<file path="src/rtl/wb_sim_mem_delay_bridge_if.sv">
// wb_sim_mem_delay_bridge_if: Wishbone B3 bundle; master drives adr/dat_w/sel/we/cyc/stb/cti/bte, slave drives dat_r/ack/err
interface wb_sim_mem_delay_bridge_if;
  logic [31:0] adr;
  logic [31:0] dat_w;
  logic [31:0] dat_r;
  logic [3:0] sel;
  logic we;
  logic cyc;
  logic stb;
  logic [2:0] cti;
  logic [1:0] bte;
  logic ack;
  logic err;
  modport master (output adr, dat_w, sel, we, cyc, stb, cti, bte, input dat_r, ack, err);
  modport slave (input adr, dat_w, sel, we, cyc, stb, cti, bte, output dat_r, ack, err);
endinterface

</file>
<file path="src/rtl/wb_sim_mem_delay_bridge.sv">
// wb_sim_mem_delay_bridge: wait-state/range-check bridge to sim RAM; ports wb_clk_i, wb_rst_i, wbm (from master), wbs (to RAM), beat_cnt_o (acked beats)
module wb_sim_mem_delay_bridge #(
  parameter logic [31:0] MEM_SIZE = 32'h0200_0000,
  parameter int unsigned FIRST_WAIT = 2,
  parameter int unsigned BEAT_WAIT = 0
) (
  input logic wb_clk_i,
  input logic wb_rst_i,
  wb_sim_mem_delay_bridge_if.slave wbm,
  wb_sim_mem_delay_bridge_if.master wbs,
  output logic [31:0] beat_cnt_o
);
  typedef enum logic [1:0] {IDLE, WAIT, FWD, ERR} state_t;
  state_t r_state, w_next;
  logic [7:0] r_cnt, w_cnt;
  logic [31:0] r_beat_cnt;
  logic w_bad, w_fwd, w_ack;
  assign w_bad = wbm.adr >= MEM_SIZE;
  assign wbs.adr = wbm.adr;
  assign wbs.dat_w = wbm.dat_w;
  assign wbs.sel = wbm.sel;
  assign wbs.we = wbm.we;
  assign wbs.bte = wbm.bte;
  assign wbs.cti = BEAT_WAIT == 0 ? wbm.cti : 3'b000;
  assign beat_cnt_o = r_beat_cnt;
  always_comb begin
    w_next = r_state;
    w_cnt = r_cnt;
    case (r_state)
      IDLE: if (wbm.stb) begin
        w_next = w_bad ? ERR : FIRST_WAIT == 0 ? FWD : WAIT;
        w_cnt = 8'(FIRST_WAIT);
      end
      WAIT: begin
        w_next = r_cnt <= 8'd1 ? FWD : WAIT;
        w_cnt = r_cnt - 8'd1;
      end
      FWD: begin
        w_next = (wbm.stb && w_bad) ? ERR : wbs.err ? IDLE : !wbs.ack ? FWD :
                 (wbm.cti == 3'b000 || wbm.cti == 3'b111) ? IDLE :
                 (wbm.cti == 3'b010 && BEAT_WAIT > 0) ? WAIT : FWD;
        w_cnt = 8'(BEAT_WAIT);
      end
      default: w_next = IDLE;
    endcase
    if (!wbm.cyc) w_next = IDLE;
    w_fwd = !wb_rst_i && r_state == FWD && wbm.cyc && !(wbm.stb && w_bad);
    w_ack = w_fwd && wbs.ack && !wbs.err;
    wbs.cyc = w_fwd;
    wbs.stb = w_fwd && wbm.stb;
    wbm.ack = w_ack;
    wbm.err = (w_fwd && wbs.err) || (!wb_rst_i && r_state == ERR && wbm.cyc);
    wbm.dat_r = w_ack ? wbs.dat_r : '0;
  end
  always_ff @(posedge wb_clk_i)
    if (wb_rst_i) begin
      r_state <= IDLE;
      r_cnt <= '0;
      r_beat_cnt <= '0;
    end else begin
      r_state <= w_next;
      r_cnt <= w_cnt;
      if (w_ack && ~&r_beat_cnt) r_beat_cnt <= r_beat_cnt + 32'd1;
    end
endmodule

</file>
<file path="src/flat_wrapper.sv">
// flat-port wrapper written by rule: the top's interface ports become plain ports
module wb_sim_mem_delay_bridge_flat 
#(
  parameter logic [31:0] MEM_SIZE = 32'h0200_0000,
  parameter int unsigned FIRST_WAIT = 2,
  parameter int unsigned BEAT_WAIT = 0
)
  (wb_clk_i, wb_rst_i, beat_cnt_o, wbm_adr, wbm_dat_w, wbm_sel, wbm_we, wbm_cyc, wbm_stb, wbm_cti, wbm_bte, wbm_dat_r, wbm_ack, wbm_err, wbs_adr, wbs_dat_w, wbs_sel, wbs_we, wbs_cyc, wbs_stb, wbs_cti, wbs_bte, wbs_dat_r, wbs_ack, wbs_err);
  wb_sim_mem_delay_bridge_if wbm_i ();
  wb_sim_mem_delay_bridge_if wbs_i ();
  input logic wb_clk_i;
  input logic wb_rst_i;
  output logic [31:0] beat_cnt_o;
  input wire logic [$bits(wbm_i.adr)-1:0] wbm_adr;
  input wire logic [$bits(wbm_i.dat_w)-1:0] wbm_dat_w;
  input wire logic [$bits(wbm_i.sel)-1:0] wbm_sel;
  input wire logic [$bits(wbm_i.we)-1:0] wbm_we;
  input wire logic [$bits(wbm_i.cyc)-1:0] wbm_cyc;
  input wire logic [$bits(wbm_i.stb)-1:0] wbm_stb;
  input wire logic [$bits(wbm_i.cti)-1:0] wbm_cti;
  input wire logic [$bits(wbm_i.bte)-1:0] wbm_bte;
  output wire logic [$bits(wbm_i.dat_r)-1:0] wbm_dat_r;
  output wire logic [$bits(wbm_i.ack)-1:0] wbm_ack;
  output wire logic [$bits(wbm_i.err)-1:0] wbm_err;
  output wire logic [$bits(wbs_i.adr)-1:0] wbs_adr;
  output wire logic [$bits(wbs_i.dat_w)-1:0] wbs_dat_w;
  output wire logic [$bits(wbs_i.sel)-1:0] wbs_sel;
  output wire logic [$bits(wbs_i.we)-1:0] wbs_we;
  output wire logic [$bits(wbs_i.cyc)-1:0] wbs_cyc;
  output wire logic [$bits(wbs_i.stb)-1:0] wbs_stb;
  output wire logic [$bits(wbs_i.cti)-1:0] wbs_cti;
  output wire logic [$bits(wbs_i.bte)-1:0] wbs_bte;
  input wire logic [$bits(wbs_i.dat_r)-1:0] wbs_dat_r;
  input wire logic [$bits(wbs_i.ack)-1:0] wbs_ack;
  input wire logic [$bits(wbs_i.err)-1:0] wbs_err;
  assign wbm_i.adr = wbm_adr;
  assign wbm_i.dat_w = wbm_dat_w;
  assign wbm_i.sel = wbm_sel;
  assign wbm_i.we = wbm_we;
  assign wbm_i.cyc = wbm_cyc;
  assign wbm_i.stb = wbm_stb;
  assign wbm_i.cti = wbm_cti;
  assign wbm_i.bte = wbm_bte;
  assign wbm_dat_r = wbm_i.dat_r;
  assign wbm_ack = wbm_i.ack;
  assign wbm_err = wbm_i.err;
  assign wbs_adr = wbs_i.adr;
  assign wbs_dat_w = wbs_i.dat_w;
  assign wbs_sel = wbs_i.sel;
  assign wbs_we = wbs_i.we;
  assign wbs_cyc = wbs_i.cyc;
  assign wbs_stb = wbs_i.stb;
  assign wbs_cti = wbs_i.cti;
  assign wbs_bte = wbs_i.bte;
  assign wbs_i.dat_r = wbs_dat_r;
  assign wbs_i.ack = wbs_ack;
  assign wbs_i.err = wbs_err;
  wb_sim_mem_delay_bridge #(.MEM_SIZE(MEM_SIZE), .FIRST_WAIT(FIRST_WAIT), .BEAT_WAIT(BEAT_WAIT)) u_core (.wb_clk_i(wb_clk_i), .wb_rst_i(wb_rst_i), .wbm(wbm_i), .wbs(wbs_i), .beat_cnt_o(beat_cnt_o));
endmodule
</file>
<file path="config.mk">
export PLATFORM = sky130hd
export DESIGN_NAME = wb_sim_mem_delay_bridge_flat
export DESIGN_NICKNAME = d
export VERILOG_FILES = /design/src/rtl/wb_sim_mem_delay_bridge_if.sv /design/src/rtl/wb_sim_mem_delay_bridge.sv /design/src/flat_wrapper.sv
export SDC_FILE = /design/constraint.sdc
export NUM_CORES = 1
export LEC_CHECK = 0
export ABC_CLOCK_PERIOD_IN_PS = 6300
export CAP_MARGIN = 25
export CELL_PAD_IN_SITES_DETAIL_PLACEMENT = 1
export CELL_PAD_IN_SITES_GLOBAL_PLACEMENT = 2
export CORE_ASPECT_RATIO = 1.5
export CORE_UTILIZATION = 17
export DETAILED_ROUTE_END_ITERATION = 6
export PLACE_DENSITY_LB_ADDON = 0.1
export RECOVER_POWER = 100
export SLEW_MARGIN = 20
export SYNTH_ARGS = -nofsm -noshare
export SYNTH_HDL_FRONTEND = slang
export SYNTH_SLANG_ARGS = --single-unit
</file>
<file path="constraint.sdc">
create_clock -name wb_clk_i -period 6.3 [get_ports wb_clk_i]
set_input_delay 1.89 -clock wb_clk_i [delete_from_list [all_inputs] [get_ports wb_clk_i]]
set_output_delay 1.89 -clock wb_clk_i [all_outputs]
set_load 0.05 [all_outputs]
</file>
Word level (Yosys, flattened, before mapping)

Index checks and enable logic that the tools add are counted.

Register bits after elaboration: 42
Latch bits: 0
RAM bits: 0
ROM bits: 0
Output and inout bits: 142
Word-level logic and storage cells: 47
Memories kept: 0

Add/subtract/negate cells: 2
$mul: 0
Divide/modulo/power cells: 0
Order comparisons: 2
Eq/ne operators: 5
Shift-type cells: 0
Muxes and demuxes: 11
Bitwise logic cells: 1
Reductions and logical operators: 23

Operator list:

| cell                                                                 | count |
|---|---|
| adder 32 x 1 -> 32 bit (second input constant)                       | 1 |
| greater-or-equal comparator 32 x 26 -> 1 bit (second input constant) | 1 |
| 2-to-1 mux 32 bit                                                    | 1 |
| AND reduction 32 bit                                                 | 1 |
| one-hot mux 8 bit (3 select lines)                                   | 1 |
| 2-to-1 mux 2 bit                                                     | 7 |
| logical AND 1 bit                                                    | 11 |
| <= comparator 8 x 1 -> 1 bit (second input constant)                 | 1 |
| 2-to-1 mux 8 bit                                                     | 1 |
| subtractor 8 x 1 -> 8 bit (second input constant)                    | 1 |
| one-hot mux 2 bit (3 select lines)                                   | 1 |
| equality test 2 bit (second input constant)                          | 2 |
| zero test 1 bit                                                      | 4 |
| equality test 3 bit (second input constant)                          | 1 |
| zero test 3 bit                                                      | 1 |
| nonzero test 3 bit                                                   | 1 |
| equality test 2 x 1 -> 1 bit (second input constant)                 | 1 |
| zero test 2 bit                                                      | 1 |
| logical OR 1 bit                                                     | 2 |
| inequality test 2 bit (second input constant)                        | 1 |
| AND reduction 2 bit                                                  | 1 |
| OR reduction 2 bit                                                   | 1 |
| NOT 1 bit                                                            | 1 |

Logic depth before layout (Yosys ltp)

Gate-level depths: netlist of the first run.

Depth after elaboration: 7
Depth in mapped cells: 10
Depth with buffers taken out: 8

Least setup slack after synthesis of the first run

No wires, ideal clock.

Path type: input -> output
Start: in wbm_adr[28]
End: out wbm_dat_r[22]
Data arrival time: 3,727 ps
Data required time: 4,410 ps
Path slack: 683 ps
Stages: 6
Cells stage by stage: nor4_4 -> a21boi_2 -> nor2_1 -> buf_2 -> clkbuf_1 -> and2_1

Longest elaborated chain between the ends: 7

Ends and longest elaborated chain:

| element                                      | line                          | source |
|---|---|---|
| start: declaration                           | flat_wrapper.sv:14            | `input wire logic [$bits(wbm_i.adr)-1:0] wbm_adr;` |
| greater-or-equal comparator 32 x 26 -> 1 bit | wb_sim_mem_delay_bridge.sv:18 | `assign w_bad = wbm.adr >= MEM_SIZE;` |
| logical AND 1 bit                            | wb_sim_mem_delay_bridge.sv:47 | `w_fwd = !wb_rst_i && r_state == FWD && wbm.cyc && !(wbm.stb && w_bad);` |
| zero test 1 bit                              | wb_sim_mem_delay_bridge.sv:47 |  |
| logical AND 1 bit                            | wb_sim_mem_delay_bridge.sv:47 |  |
| logical AND 1 bit (2 in series)              | wb_sim_mem_delay_bridge.sv:48 | `w_ack = w_fwd && wbs.ack && !wbs.err;` |
| net wbm_ack                                  | flat_wrapper.sv:23            | `output wire logic [$bits(wbm_i.ack)-1:0] wbm_ack;` |
| 2-to-1 mux 32 bit                            | wb_sim_mem_delay_bridge.sv:53 | `wbm.dat_r = w_ack ? wbs.dat_r : '0;` |
| end: declaration                             | flat_wrapper.sv:22            | `output wire logic [$bits(wbm_i.dat_r)-1:0] wbm_dat_r;` |

The timed path passes the listed nets, and every way through them passes these cells.

Final worst setup path of the first run

Start: in wbm_adr[28]
End: out wbm_dat_r[23]

Longest elaborated chain between the ends: 7

Ends and longest elaborated chain:

| element                                      | line |
|---|---|
| greater-or-equal comparator 32 x 26 -> 1 bit | wb_sim_mem_delay_bridge.sv:18 |
| logical AND 1 bit                            | wb_sim_mem_delay_bridge.sv:47 |
| zero test 1 bit                              | wb_sim_mem_delay_bridge.sv:47 |
| logical AND 1 bit                            | wb_sim_mem_delay_bridge.sv:47 |
| logical AND 1 bit (2 in series)              | wb_sim_mem_delay_bridge.sv:48 |
| 2-to-1 mux 32 bit                            | wb_sim_mem_delay_bridge.sv:53 |

Every way passes these cells.

==> results of run 1 <==
[per-stage QoR]
step | std cells | cell area (µm²)
after global routing | 642 | 4380
after global placement | 634 | 4310
after detailed placement | 634 | 4310
after floorplan | 379 | 3020
after CTS | 642 | 4450
final | 642 | 4380
[sequential cells by signal, summed over array words and instances, names as in the netlist]
signal / flops
u_core.r_cnt: 8
u_core.beat_cnt_o: 32
u_core.r_state: 2
[layout make-up]
class / instances / share of cell area
clock inverter: 2 / 0.00314
multi-input combinational: 245 / 0.346
tap: 213 / 0.0608
timing repair buffer: 127 / 0.363
inverter: 7 / 0.00599
clock buffer: 6 / 0.0294
sequential: 42 / 0.192
[worst max-delay path: cells and delay by family]
| family | cells | cell delay [ns] |
|---|---|---|
| AO/OA/AOI/OAI | 1 | 0.18 |
| AND/OR/NAND/NOR | 3 | 0.90 |
| buffers and inverters | 3 | 0.97 |
[cell families after synthesis]
logic type | share of synthesized area
compound gates | 0.0654
xor+xnor | 0.0782
fa+ha+maj | 0.0331
buf+inv | 0.211
flops | 0.278
mux | 0.00662
simple gates | 0.328
[metal layers]
layer	vias to the layer above	track usage
met5	-	0
li1	1302	-
met1	1247	0.0984
met4	0	0.0309
met2	146	0.217
met3	18	0.0493
[worst paths after layout]
path,startpoint,end,cells past startpoint
worst max-delay path,wbm_adr[28],wbm_dat_r[23],7
worst min-delay path,u_core.r_cnt[1]$_SDFFE_PP0P_,u_core.r_cnt[1]$_SDFFE_PP0P_,2
worst max register to register,u_core.r_state[0]$_SDFFE_PP0P_,u_core.beat_cnt_o[18]$_SDFFE_PP0P_,8
worst min register to register,u_core.r_cnt[1]$_SDFFE_PP0P_,u_core.r_cnt[1]$_SDFFE_PP0P_,2
[cell usage in the layout, fill, tap and decap left out, drive strengths merged, types with 7 or more instances in the layout]
master / Yosys / final
clkdlybuf4s50: 0 / 45
dfxtp: 42 / 42
o21ai: 7 / 7
nor3: 11 / 11
nand4: 17 / 17
ha: 8 / 8
inv: 7 / 7
nand2: 20 / 20
and2: 33 / 33
and3: 8 / 8
clkbuf: 5 / 9
xor2: 20 / 20
nor2: 42 / 42
buf: 79 / 35
nand3: 19 / 19
dlygate4sd3: 0 / 44
xnor2: 7 / 7
a21oi: 14 / 14
[power breakdown]
group / internal (mW) / switching [mW]
combinational: 0.0517 / 0.0522
clock: 0.147 / 0.114
sequential: 0.271 / 0.00551
total: 0.470 / 0.172
[cells in the mapped netlist]
cell type	number	area, µm²
a211oi_1	1	7.51
a211oi_4	1	20.0
a21boi_2	1	11.3
a21o_1	2	15.0
a21oi_1	14	70.1
a222oi_1	1	10.0
a22o_1	1	8.76
a31oi_1	2	12.5
and2_1	33	206
and2b_1	2	15.0
and3_1	8	50.1
and4bb_2	1	12.5
buf_2	4	20.0
buf_4	75	563
clkbuf_1	5	18.8
dfxtp_1	42	841
dlygate4sd1_1	1	8.76
ha_1	8	100
inv_1	7	26.3
mux2i_1	2	20.0
nand2_1	20	75.1
nand2b_1	4	25.0
nand3_1	18	90.1
nand3_4	1	17.5
nand3b_1	1	7.51
nand4_1	17	106
nand4b_1	2	17.5
nor2_1	42	158
nor2b_1	1	6.26
nor3_1	8	40.0
nor3_2	1	10.0
nor3_4	2	32.5
nor4_1	5	31.3
nor4_4	1	21.3
o21ai_0	7	35.0
o31ai_1	1	7.51
or2_1	1	6.26
or3_1	6	37.5
or4_1	2	15.0
or4_4	1	11.3
xnor2_1	7	61.3
xor2_1	20	175
==> flow_metrics.py, run 1 <==
metrics = {
    "outcome": {
        "status": "complete, but fails checks",
        "violations": "max-capacitance violations, max-slew violations",
    },
    "sta": {
        "worst_slew_pin_slew_ns": 1.86,
        "finalCriticalPeriod_ns": 5.84,
        "worst_slack_ns": 0.461,
        "fmax_ghz": 0.171,
        "fin_hold_ws_ns": 0.472,
        "tns_ns": 0,
        "max-slew-margin-rel": -0.241,
        "setup_viol": 0,
        "period_share": 0.927,
        "finalHoldViolations": 0,
        "slew_viol_final": 38,
        "rsz0062_at_grt": "false",
        "fin_worst_skew_ns": 0.00949,
    },
    "min_path": {
        "worstHoldPathType": "flip-flop to flip-flop",
    },
    "setup_path": {
        "worstPathRequired_ns": 4.41,
        "endpoint_kind": "output port",
        "cp_max_fo": 46,
        "r2r_slack_ns": 3.29,
        "cpMaxStageDelayCell": "nor4_1",
        "crit_path_start_kind": "primary input",
        "slowest_delay_ns": 0.45,
        "cp.arrival_ns": 3.95,
        "critPathKind": "primary input to output port",
        "crit_chain": "clkdlybuf4s50_1 -> nor4_1 -> a21boi_2 -> nor2_2 -> buf_4 -> and2_0 -> buf_12",
    },
    "route": {
        "met3_length_um": 932,
        "via_per_inst": 4.23,
        "finalWirelength_um": 9870,
        "via_count": 2713,
        "ant_nets": 0,
        "drcViolationCount": 0,
        "wl_met2_um": 5320,
        "drt_iter0_markers": 61,
        "top_layer": "met4",
        "wl_per_cell_um": 15.4,
        "wl_met1_um": 3470,
        "first_pass_iters": 4,
    },
    "grt": {
        "grt_pass1_vias": 2932,
        "grtUsageTotal": 0.109,
        "antenna_found_initial": 0,
        "grt_pass1_wl_um": 15800,
        "grt_max_degree": 47,
        "grt_overflow": 0,
    },
    "floorplan": {
        "rows": 59,
        "core-area_um2": 17300,
        "die_w_um": 111,
        "die-area_um2": 18300,
        "die_y_um": 165,
        "boundaryPins": 254,
        "initial_utilization": 0.174,
    },
    "layout": {
        "antennaDiodeCount": 0,
        "post-route-util": 0.253,
        "nFillCells": 2019,
        "fin_nets": 548,
        "multi_input_area_um2": 1520,
        "area.sequential_um2": 841,
        "layout-drive-gt1-share": 0.114,
        "syn_to_final_growth_pct": 45.0,
    },
    "clock_network": {
        "cts_tree": "yes",
        "path_clk_slew_ns": 0.06,
        "ctsHtreeMaxLevel": 2,
        "cts_buffers": 5,
        "hold_buffers": 0,
        "cts-root-buf": "clkbuf_16",
        "cts_buffer_depth": 2,
        "cts_setup_buffers": 0,
        "insertion_delay_ns": 0.29,
        "ctsResizeCount": 0,
        "cts_num_sinks": 42,
    },
    "place": {
        "hpwl_um": 7870,
        "gp_congestion": 0.667,
        "numPortBuffers": 125,
        "dp_slack_ns": 0.556,
    },
    "synthesis": {
        "syn_inst": 379,
        "avgSynthCellArea_um2": 7.98,
        "synth_area_um2": 3020,
        "synth.net_count": 499,
        "yosysUniqueCellTypes": 42,
        "ys_seq_area_frac": 0.278,
        "yosysWarnings": 0,
        "synth-seq-cells": 42,
    },
    "pwr": {
        "power_density_nw_per_um2": 146,
        "finalPower_mw": 0.642,
        "p_leak_nw": 1.66,
        "vdd_ir_drop_max_uv": 92.5,
    },
    "run": {
        "cap_violations": 1,
    },
}
(Power assumes the default switching activity.)
==> run 2: changes to the inputs <==
SETUP_SLACK_MARGIN = 0.1   (was not set)
==> results of run 2 <==
Same layout as run 1: the final DEF is identical, and so are final timing and power.
